`config.mk`:
```
export PLATFORM = sky130hd
export DESIGN_NAME = mux4_scan_ctrl
export DESIGN_NICKNAME = d
export VERILOG_FILES = /design/src/rtl/mux4_scan_ctrl.sv
export SDC_FILE = /design/constraint.sdc
export NUM_CORES = 1
export LEC_CHECK = 0
export ABC_AREA = 1
export CAP_MARGIN = 5
export CORE_MARGIN = 1.5
export CORE_UTILIZATION = 48
export CTS_CLUSTER_SIZE = 25
export DETAILED_ROUTE_END_ITERATION = 10
export PLACE_DENSITY_LB_ADDON = 0.15
export RECOVER_POWER = 50
export SYNTH_ARGS = -nofsm -noshare
export SYNTH_HDL_FRONTEND = slang
export SYNTH_SLANG_ARGS = --single-unit
```
`constraint.sdc`:
```
create_clock -name clk -period 3.3 [get_ports clk]
set_clock_uncertainty 0.1 [all_clocks]
set_input_delay 0.66 -clock clk [delete_from_list [all_inputs] [get_ports clk]]
set_output_delay 0.66 -clock clk [all_outputs]
set_load 0.01 [all_outputs]
```
`src/rtl/mux4_scan_ctrl.sv`:
```
`default_nettype none
// ============================================================================
// Module      : mux4_scan_ctrl
// Description : Round-robin scan controller for a 4:1 channel mux. It drives
//               the mux select, allows one cycle of settle time, captures the
//               mux output and presents it with its channel index on a
//               valid/ready interface. A 4-bit mask selects the channels that
//               take part in each pass.
// Revision    : 1.0 - initial release
// ============================================================================
module mux4_scan_ctrl #(
   parameter int WIDTH = 12
) (
   input  logic             clk,
   input  logic             rst_n,
   input  logic             en,
   input  logic [3:0]       mask,
   output logic [1:0]       s,
   input  logic [WIDTH-1:0] y,
   output logic [WIDTH-1:0] out_data,
   output logic [1:0]       out_ch,
   output logic             out_valid,
   input  logic             out_ready,
   output logic             scan_done,
   output logic             busy
);

   typedef enum logic [1:0] {
      ST_IDLE   = 2'd0,
      ST_SETTLE = 2'd1,
      ST_OUT    = 2'd2
   } state_t;

   state_t           r_state;
   logic [1:0]       r_ptr;
   logic [1:0]       r_s;
   logic [WIDTH-1:0] r_data;
   logic [1:0]       r_ch;
   logic             r_valid;
   logic             r_done;

   logic             w_can_scan;
   logic             w_handshake;
   logic [1:0]       w_s_inc;
   logic [1:0]       w_pick_ptr;
   logic [1:0]       w_pick_next;
   logic [3:0]       w_above;
   logic             w_last;

   // First enabled channel found by walking start, start+1, ... (mod 4).
   // Walking from the far end lets the nearest hit win. An empty mask yields
   // the start index, but callers never use the result in that case.
   function automatic logic [1:0] f_search(input logic [1:0] start,
                                           input logic [3:0] m);
      logic [1:0] idx;
      logic [1:0] res;
      res = start;
      for (int k = 3; k >= 0; k--) begin
         idx = start + 2'(k);
         if (m[idx]) begin
            res = idx;
         end
      end
      return res;
   endfunction

   // Next-channel decisions; the mask is only consulted here, so changes
   // while a sample is in flight only affect the following search.
   always_comb begin
      w_can_scan  = en && (mask != 4'b0000);
      w_handshake = r_valid && out_ready;
      w_s_inc     = r_s + 2'd1;
      w_pick_ptr  = f_search(r_ptr, mask);
      w_pick_next = f_search(w_s_inc, mask);
      // Bits strictly above the current channel; empty for channel 3.
      w_above     = 4'b1110 << r_s;
      w_last      = ((mask & w_above) == 4'b0000);
   end

   // Scan FSM with registered select, sample, channel, valid and done.
   always_ff @(posedge clk or negedge rst_n) begin
      if (!rst_n) begin
         r_state <= ST_IDLE;
         r_ptr   <= 2'd0;
         r_s     <= 2'd0;
         r_data  <= '0;
         r_ch    <= 2'd0;
         r_valid <= 1'b0;
         r_done  <= 1'b0;
      end else begin
         r_done <= 1'b0;
         case (r_state)
            ST_IDLE: begin
               if (w_can_scan) begin
                  r_s     <= w_pick_ptr;
                  r_state <= ST_SETTLE;
               end
            end
            ST_SETTLE: begin
               // Select has been stable for a full cycle; capture the mux.
               r_data  <= y;
               r_ch    <= r_s;
               r_valid <= 1'b1;
               r_state <= ST_OUT;
            end
            ST_OUT: begin
               if (w_handshake) begin
                  r_ptr   <= w_s_inc;
                  r_done  <= w_last;
                  r_valid <= 1'b0;
                  if (w_can_scan) begin
                     r_s     <= w_pick_next;
                     r_state <= ST_SETTLE;
                  end else begin
                     r_state <= ST_IDLE;
                  end
               end
            end
            default: begin
               r_valid <= 1'b0;
               r_state <= ST_IDLE;
            end
         endcase
      end
   end

   assign s         = r_s;
   assign out_data  = r_data;
   assign out_ch    = r_ch;
   assign out_valid = r_valid;
   assign scan_done = r_done;
   assign busy      = (r_state != ST_IDLE);

endmodule
`default_nettype wire
```
Word-level counts from Yosys, hierarchy flattened:

Cells that the tools add are included.

* input port bits: 20
* output and inout bits: 19
* register bits after elaboration: 22

* reductions and logical operators: 11
* equality and inequality tests: 5
* $add $sub $neg: 7
* bitwise logic cells: 2
* shift operators: 1
* $lt $le $gt $ge: 8
* muxes and demuxes: 36

Operators by type and width (number)
* $mux 2: 13
* $lt 2x3->1 const B: 8
* $bmux 1 s2: 8
* $mux 1: 12
* $add 2x2->2 const B: 4
* $add 2x1->2 const B: 3
* $ne 2x2->1 const B: 3
* $pmux 2 s3: 1
* $reduce_and 2->1: 3
* $and 4x4->4: 1
* $logic_not 4->1: 1
* $pmux 2 s2: 1
* $reduce_and 4->1: 1
* $reduce_bool 2->1: 2
* $reduce_bool 4->1: 1
* $shl 4x2->4 const A: 1
* $pmux 1 s3: 1
* $eq 2x1->1 const B: 1
* $eq 2x2->1 const B: 1
* $logic_and 1x1->1: 2
* $logic_not 2->1: 1
* $not 1->1: 1

Logic depth before layout (Yosys ltp):

Gate-level depths: netlist of run 1.

* depth in word-level cells: 11
* depth in mapped cells: 14
* gate-level depth less buffers: 13

Worst setup path before layout of run 1:

OpenSTA, ideal clock, no wires.

* path kind: reg2reg
* from: reg r_s[0], in the netlist s[0]
* to: reg r_s[0], in the netlist s[0]
* data arrival time: 1631 ps
* clock period less this slack: 1852 ps
* setup slack: 1448 ps
* data required time: 3080 ps
* stages on the path, launching flop included: 14
* path buffers: 1
* path through: dfrtp_1 > buf_6 > inv_8 > ha_1 > inv_2 > nand2_1 > nand2_1 > nand3_1 > nand2_1 > nand2_1 > nand3_1 > nand2_1 > inv_1 > a21oi_2

* cells in the longest elaborated chain, start to end: 11
* elaborated cells between the ends (all ways): 19
* those cells by class: 4 x add/sub; 15 x mux

RTL lines
* start: declaration: line 36 `logic [1:0] r_s;`
* start signal: assignment: line 95 `r_s <= w_pick_ptr;`
* start signal: assignment: line 112 `r_s <= w_pick_next;`
* $add 2x1->2 *: line 72 `w_s_inc = r_s + 2'd1;`
* named net w_s_inc[0]: line 44 `logic [1:0] w_s_inc;`
* $add 2x2->2: line 59 `idx = start + 2'(k);`
* $bmux 1 s2: line 60 `if (m[idx]) begin`
* $mux 1 (not written as such): line 60
* $mux 2 (3 in a row): line 60
* $mux 2 *: line 60
* $mux 2 *: line 111 `if (w_can_scan) begin`
* $mux 2 *: line 107 `if (w_handshake) begin`
* $pmux 2 s2 *: line 92 `case (r_state)`

The timed path passes the listed nets; every way through them passes the cells marked *. The select of a mux whose other input is x is not followed.
A chain may end at the register's enable or synchronous reset.

Worst setup path after layout of run 1:

* from: reg r_s[0], in the netlist s[0]
* to: out s[0]

RTL lines
* end: declaration: line 18 `output logic [1:0] s,`

No word-level cell between the ends.

==> metrics, run 1 <==
Leak 0.888 nW; Final WS setup 945 ps; largest net degree at the start of global routing 23; Routed Antenna Nets 0; FF-to-FF path depth 12; pre-CTS setup slack 1080 ps; Net Sw Frac 0.445; post-synthesis sequential area ratio 0.406; Buf+Inv Stages, Crit Path 1; Placement Rows 19; Post-DP HPWL 2.20 mm; post-route clock period utilization 0.714; Comb pwr share 0.640; CP endpoint kind output pin; worst-skew pair later-pin latency 290 ps; CP max FO 11; Clock power frac 0.065; Die Width 56.2 um; Achievable Freq 0.425 GHz; peak supply drop 0.000699 V; kind of cell adding the most delay to the critical path flip-flops; WHS Path Cells 2; CTS H-tree lvls 1; most frequent cells in the layout 65 x nand2_1, 35 x clkdlybuf4s50_1, 22 x dfrtp_1; post-layout util 0.652; setup_tns 0 ps; Remaining DRCs 0; Hold Buf Count CTS 0; Net Sw Power 0.769 mW; RSZ-0062 raised after global routing no; Mapped Cells 174; final hold vios 0; share of post-route cells with drive strength above 1 0.160; Buffers on Ports 38; Levels on crit path 1; vias in the first global route 1069; initial antenna violation count 0; hold_sp out_ch[1]; Netlist cell types 25; Setup Buffers After CTS 0; 1st-iter DRT viols 33; Avg WL per Cell 11.5 um; DR vias/cell 5.06; Layout area overhead 30.1%; CP max stage delay 660 ps; met2 wire length 1.33 mm; Tot Pwr 1.73 mW; # IOs 39; Mapped Area 0.00136 sq mm; worst min-delay path category flip-flop to flip-flop; Max-Cap Viols 0; status complete, no violations; WL met3 180 um; Least-Margin Pin Slew 962 ps; drt total wl 2.79 mm; post-CTS resize count 0; Avg Synthesized Cell Area 7.80 sq um; ANT cells 0; critical path cell sequence clkdlybuf4s50_1; Worst-path clk slew 110 ps; max-slew violations 0; Met1 Wirelength 1.26 mm; CTS tree built; DR vias 1229; crit path kind flip-flop to output pin; RePlAce Congestion 0.922; minimum clock period 2360 ps; top layer in use met4; hold_ws 410 ps; Pint 0.961 mW; Flop pwr share 0.295; pwr dens 979 mW/mm^2; Non-Filler Instances 243; WP data arrival 1600 ps; Slew headroom 0.356; Die Ht 56.2 um; Die ar. 0.00316 sq mm; Starting Density 0.501; Critical Path Start Type flip-flop; Synthesized Nets 196; endpoints failing setup 0; Core Area 0.00271 sq mm; Root Buffer clkbuf_4; WP data required 2540 ps; Critical Path Source s[0]; clock sinks 22; cell total after placement 240; CTS Buffer Depth 2; Post-DP Area 0.00175 sq mm; Tot GR Track Use 0.188; first-pass GRT wire length 4.74 mm; total CTS buffers 3; DRT Pass-1 Iters 4; CP max stage cell dfrtp_1; nets 236; Seq cells post-synth 22; most common cell after layout, fill and taps aside nand2_1; Warnings, synthesis 0; grt ovf 0; Reg2Reg Launch Point s[0]; cell area after layout 0.00177 sq mm
## synthesized netlist by cell type (all sizes together)
library cell  number  area (sq um)
dfrtp             22           551
nand4              2          12.5
a31oi              1          6.26
nand2             75           314
clkinv             1          3.75
inv               21          86.3
a21oi              4          27.5
o21bai             1          7.51
mux2              12           135
o21ai              9          48.8
a211oi             1          7.51
ha                 2          25.0
nand3             14          75.1
o22ai              1          6.26
buf                3          30.0
nor2               5          21.3
## kinds of logic (layout without fill, tap and decap cells)
kind of cell               Yosys count  count (layout)  share of synthesized area
muxes                               12              12                     0.0995
adders and majority gates            2               2                     0.0184
and+or+nand+nor                     96              96                      0.312
DFF                                 22              22                      0.406
buffers and inverters               25              63                     0.0885
AOI/OAI and AO/OA                   17              17                     0.0765
## power groups by stage
stage / clock [mW] / sequential (mW) / combinational (mW)
4_1_cts: 0.119 / 0.513 / 1.12
2_1_floorplan: 0 / 0.530 / 0.737
6_report: 0.112 / 0.511 / 1.11
3_3_place_gp: 0 / 0.510 / 1.09
5_1_grt: 0.130 / 0.530 / 1.24
3_5_place_dp: 0 / 0.518 / 1.11
## final cells by class
type,instances,area [sq um]
Multi-Input combinational cell,127,684
Inverter,22,90.1
Clock buffer,3,22.5
Fill cell,253,943
Timing Repair Buffer,38,380
Sequential cell,22,551
Tap cell,31,38.8
## final timing paths
path | endpoint | slack, ps
min reg2reg | out_ch[1] | 410
max reg2reg | s[0] | 1060
min in group asynchronous | r_state[0] | 860
min | out_ch[1] | 410
max in group asynchronous | out_data[0] | 1660
max | s[0] | 940
## worst register-to-register path, stage by stage (launching register included)
cell and delay [ps]:
dfrtp_1 660, inv_8 90, ha_1 380, inv_1 190, nand2_1 70, nand2_1 100, nand3_1 110, nand2_1 100
nand2_1 60, nand3_1 120, nand2_1 60, inv_1 70, a21oi_2 30
## routing by layer
metal  global-route usage  up-vias
met2                0.316       37
li1                     -      631
met3               0.0535        2
met5                    0        -
met4               0.0340        0
met1                0.245      559
## registers in the layout (all words and copies together), names as in the netlist
| register | cells |
|---|---|
| s | 2 |
| out_data | 12 |
| scan_done | 1 |
| r_state | 2 |
| r_ptr | 2 |
| out_valid | 1 |
| out_ch | 2 |
Power figures use the tool's default switching activity.
==> run 2: changes to the inputs <==
--- a/config.mk
+++ b/config.mk
@@ -8,7 +8,7 @@
 export ABC_AREA = 1
 export CAP_MARGIN = 5
 export CORE_MARGIN = 1.5
-export CORE_UTILIZATION = 48
+export CORE_UTILIZATION = 47
 export CTS_CLUSTER_SIZE = 25
 export DETAILED_ROUTE_END_ITERATION = 10
 export PLACE_DENSITY_LB_ADDON = 0.15
==> constraint.sdc (replaced) <==
create_clock -name clk -period 2.26 [get_ports clk]
set_clock_uncertainty 0.1 [all_clocks]
set_input_delay 0.452 -clock clk [delete_from_list [all_inputs] [get_ports clk]]
set_output_delay 0.452 -clock clk [all_outputs]
set_load 0.01 [all_outputs]
==> run 2 against run 1 <==
Highest routed layer unchanged. Clock power up 96%. Die area up 2.0%. Count of clock-buffer cells in the layout up 1. Non-clock buffer count up 2. Power up 52%. Cell area up 1.4%. Largest power group unchanged. Worst setup slack worse by 780 ps. Critical endpoint unchanged. Critical path type unchanged. Combinational power up 51%. Sequential cell count unchanged. Sequential share of layout area down 0.44 points. Worst hold slack worse by 3.2 ps.
==> metrics, run 2 (synthesis gave the netlist of run 1 again) <==
setup_tns 0 ps; post-route clock period utilization 0.928; crit path kind flip-flop to output pin; Setup Buffers After CTS 0; RePlAce Congestion 0.811; vias in the first global route 1235; most frequent cells in the layout 65 x nand2_1, 35 x clkdlybuf4s50_1, 22 x dfrtp_1; drt total wl 3.06 mm; DR vias/cell 5.21; Root Buffer clkbuf_4; Least-Margin Pin Slew 1180 ps; Max-Cap Viols 0; FF-to-FF path depth 12; CTS Buffer Depth 2; RSZ-0062 raised after global routing no; initial antenna violation count 0; grt ovf 0; hold_ws 407 ps; Core Area 0.00276 sq mm; post-layout util 0.650; critical path cell sequence buf_4 > clkdlybuf4s50_1; Slew headroom 0.213; status complete, no violations; Achievable Freq 0.477 GHz; post-CTS resize count 0; r2r setup slk 310 ps; max-slew violations 0; Die Width 56.7 um; Largest register FFs 12; clock sinks 22; Post-DP HPWL 2.41 mm; Buf+Inv Stages, Crit Path 2; Leak 0.900 nW; WP data required 1710 ps; DR vias 1282; DRT Pass-1 Iters 4; Remaining DRCs 0; CP max stage cell clkdlybuf4s50_1; Layout area overhead 32.0%; peak supply drop 0.00112 V; endpoints failing setup 0; first-pass GRT wire length 5.33 mm; Final WS setup 163 ps; Levels on crit path 2; Hold Buf Count CTS 0; Starting Density 0.492; total CTS buffers 3; CP max FO 10; CP max stage delay 550 ps; Buffers on Ports 38; pwr dens 1460 mW/mm^2; most common cell after layout, fill and taps aside nand2_1; WHS Path Cells 2; worst min-delay path category flip-flop to flip-flop; kind of cell adding the most delay to the critical path buffers and inverters; Avg WL per Cell 12.4 um; largest net degree at the start of global routing 23; final hold vios 0; nets 238; Critical Path Start Type flip-flop; CTS tree built; Die ar. 0.00322 sq mm; ANT cells 0; minimum clock period 2100 ps; # IOs 39; share of post-route cells with drive strength above 1 0.172; Tot GR Track Use 0.207; Die Ht 56.7 um; Placement Rows 19; pre-CTS setup slack 214 ps; Worst-path clk slew 120 ps; worst-skew pair later-pin latency 310 ps; WP data arrival 1550 ps; CP endpoint kind output pin; 1st-iter DRT viols 37; CTS H-tree lvls 1; Routed Antenna Nets 0
[run 2: cell count changes in the layout (fill, tap and decap cells not counted), sizes merged]
cell and delta:
buf +1, clkbuf +2
[run 2: stage by stage]
step | power, mW | instance area [sq um] | cells
final | 2.62 | 1790 | 246
after global routing | 2.88 | 1790 | 246
after CTS | 2.64 | 1800 | 246
after detailed placement | 2.42 | 1760 | 242
after global placement | 2.36 | 1760 | 242
after floorplan | 1.85 | 1360 | 174
[run 2: where the power goes]
part	switching (mW)	leakage [nW]	total, mW	internal, mW
clock network	0.120	0.0210	0.219	0.0985
logic	0.904	0.615	1.68	0.775
registers	0.146	0.264	0.725	0.579
[run 2: worst paths after layout]
| kind | startpoint | to |
|---|---|---|
| max in group asynchronous | rst_n | out_data[11] |
| setup / recovery | s[0] | s[0] |
| setup reg to reg | s[0] | s[0] |
| hold / removal | out_ch[0] | out_ch[0] |
| min in group asynchronous | rst_n | out_data[6] |
| hold reg to reg | out_ch[0] | out_ch[0] |
[run 2: worst reg2reg max path: cells and delay by family (launching register included)]
| kind | cells | cell delay [ps] |
|---|---|---|
| AOI/OAI and AO/OA | 1 | 30 |
| adders and majority gates | 1 | 370 |
| buffers and inverters | 3 | 270 |
| DFF | 1 | 470 |
| and+or+nand+nor | 7 | 610 |
[run 2: final cells by class]
cell class / instances / area, sq um
clock buffer: 4 / 36.3
timing repair buffer: 40 / 392
fill: 241 / 966
multi-input combinational: 127 / 684
tap: 31 / 38.8
inverter: 22 / 90.1
sequential: 22 / 551
[run 2: metal layers]
metal,global-route usage,wire (um),up-vias
met4,0.0199,9,0
met1,0.258,1290,599
met3,0.0553,189,2
met5,0,0,-
li1,-,-,638
met2,0.370,1570,43
==> run 3: changes to the inputs <==
--- a/config.mk
+++ b/config.mk
@@ -7,6 +7,7 @@
 export LEC_CHECK = 0
 export ABC_AREA = 1
 export CAP_MARGIN = 5
+export CORE_ASPECT_RATIO = 0.75
 export CORE_MARGIN = 1.5
 export CORE_UTILIZATION = 47
 export CTS_CLUSTER_SIZE = 25
==> run 3 against run 2 <==
Power increased by 2.9%. Via count increased by 4.4%. Wire length increased by 10%. Clock power increased by 8%. Sequential share of layout area decreased by 0.19 points. Count of clock-buffer cells in the layout decreased by 1. Critical path type unchanged.
==> metrics, run 3 (synthesis gave the netlist of run 1 again) <==
status complete, no violations; CP max stage cell clkdlybuf4s50_1; Flop pwr share 0.273; Buffers on Ports 38; hold_sp out_data[1]; Net Sw Power 1.22 mW; WP data arrival 1500 ps; initial antenna violation count 0; DR vias/cell 5.35; CTS tree built; Max-Cap Viols 0; Critical Path Source s[0]; RePlAce Congestion 0.859; CP max FO 10; crit path kind flip-flop to output pin; Hold Buf Count CTS 0; Largest register FFs 12; post-CTS resize count 0; Comb pwr share 0.640; Core Area 0.00268 sq mm; Post-DP HPWL 2.67 mm; grt ovf 0; FF-to-FF path depth 12; DRT Pass-1 Iters 4; WP data required 1710 ps; CTS Buffer Depth 2; CP max stage delay 560 ps; Die Width 65.1 um; most frequent cells in the layout 65 x nand2_1, 35 x clkdlybuf4s50_1, 22 x dfrtp_1; Die ar. 0.00322 sq mm; Leak 0.900 nW; drt total wl 3.37 mm; Achievable Freq 0.487 GHz; most common cell after layout, fill and taps aside nand2_1; DR vias 1338; Slew headroom 0.224; pwr dens 1500 mW/mm^2; ANT cells 0; Remaining DRCs 0; hold_ws 411 ps; Clock power frac 0.087; total CTS buffers 3; RSZ-0062 raised after global routing no; share of post-route cells with drive strength above 1 0.168; worst-skew pair later-pin latency 260 ps; Layout area overhead 32.8%; Avg WL per Cell 13.5 um; post-route clock period utilization 0.908; peak supply drop 0.000715 V; Net Sw Frac 0.453; Critical R2R Capture s[0]; CTS H-tree lvls 1; endpoints failing setup 0; CP endpoint kind output pin; setup_tns 0 ps; # IOs 39; critical path endpoint s[0]; Routed Antenna Nets 0; critical path cell sequence buf_4 > clkdlybuf4s50_1; Least-Margin Pin Slew 1160 ps; 1st-iter DRT viols 69; Die Ht 49.5 um; Placement Rows 16; clock sinks 22; Critical Path Start Type flip-flop; max-slew violations 0; Reg2Reg Launch Point s[0]; Setup Buffers After CTS 0; Pint 1.48 mW; r2r setup slk 290 ps; vias in the first global route 1399; Starting Density 0.506; Tot GR Track Use 0.225; Root Buffer clkbuf_8; first-pass GRT wire length 5.66 mm; Worst-path clk slew 80 ps; minimum clock period 2050 ps; nets 238; final hold vios 0; worst min-delay path category flip-flop to flip-flop; largest net degree at the start of global routing 23
[run 3: power groups by stage]
stage                     combinational [mW]  sequential (mW)  clock (mW)
final                                   1.73            0.736       0.236
after floorplan                         1.08            0.773           0
after global placement                  1.63            0.724           0
after global routing                    1.91            0.756       0.257
after detailed placement                1.71            0.740           0
after CTS                               1.72            0.733       0.240
[run 3: worst max-delay path: cells and delay by family (launching register included)]
kind	cells	cell delay (ps)
flip-flops	1	460
buffers and inverters	2	780
[run 3: worst min-delay path by stage]
| stage | to | slack [ps] | cells past startpoint |
|---|---|---|---|
| after detailed placement | out_data[1] | 400 | 1 |
| after floorplan | out_ch[0] | 60 | 0 |
| after global placement | out_ch[1] | 370 | 2 |
| after CTS | out_data[1] | 410 | 1 |
| after global routing | out_data[1] | 430 | 1 |
| final | out_data[1] | 410 | 1 |
[run 3: cell type report]
type,count,area [sq um]
Sequential cell,22,551
Clock buffer,3,41.3
Fill cell,218,880
Multi-Input combinational cell,127,684
Tap cell,36,45.0
Timing Repair Buffer,40,392
Inverter,22,90.1
[run 3: per-layer routing]
| layer | GRT usage | part of all wire |
|---|---|---|
| met1 | 0.257 | 0.41 |
| met2 | 0.423 | 0.51 |
| met3 | 0.0479 | 0.069 |
| met4 | 0.0625 | 0.013 |
| met5 | 0 | 0 |
[run 3: stage by stage]
stage               worst slack, ps  utilization  power [mW]  std cells  instance area [sq um]
CTS                             210        0.674        2.69        250                   1810
detailed placement              225        0.659        2.45        247                   1770
floorplan                       408            -        1.85        174                   1360
finish                          208        0.672        2.70        250                   1800
global route                    143        0.672        2.92        250                   1800
global placement                290        0.659        2.36        247                   1770
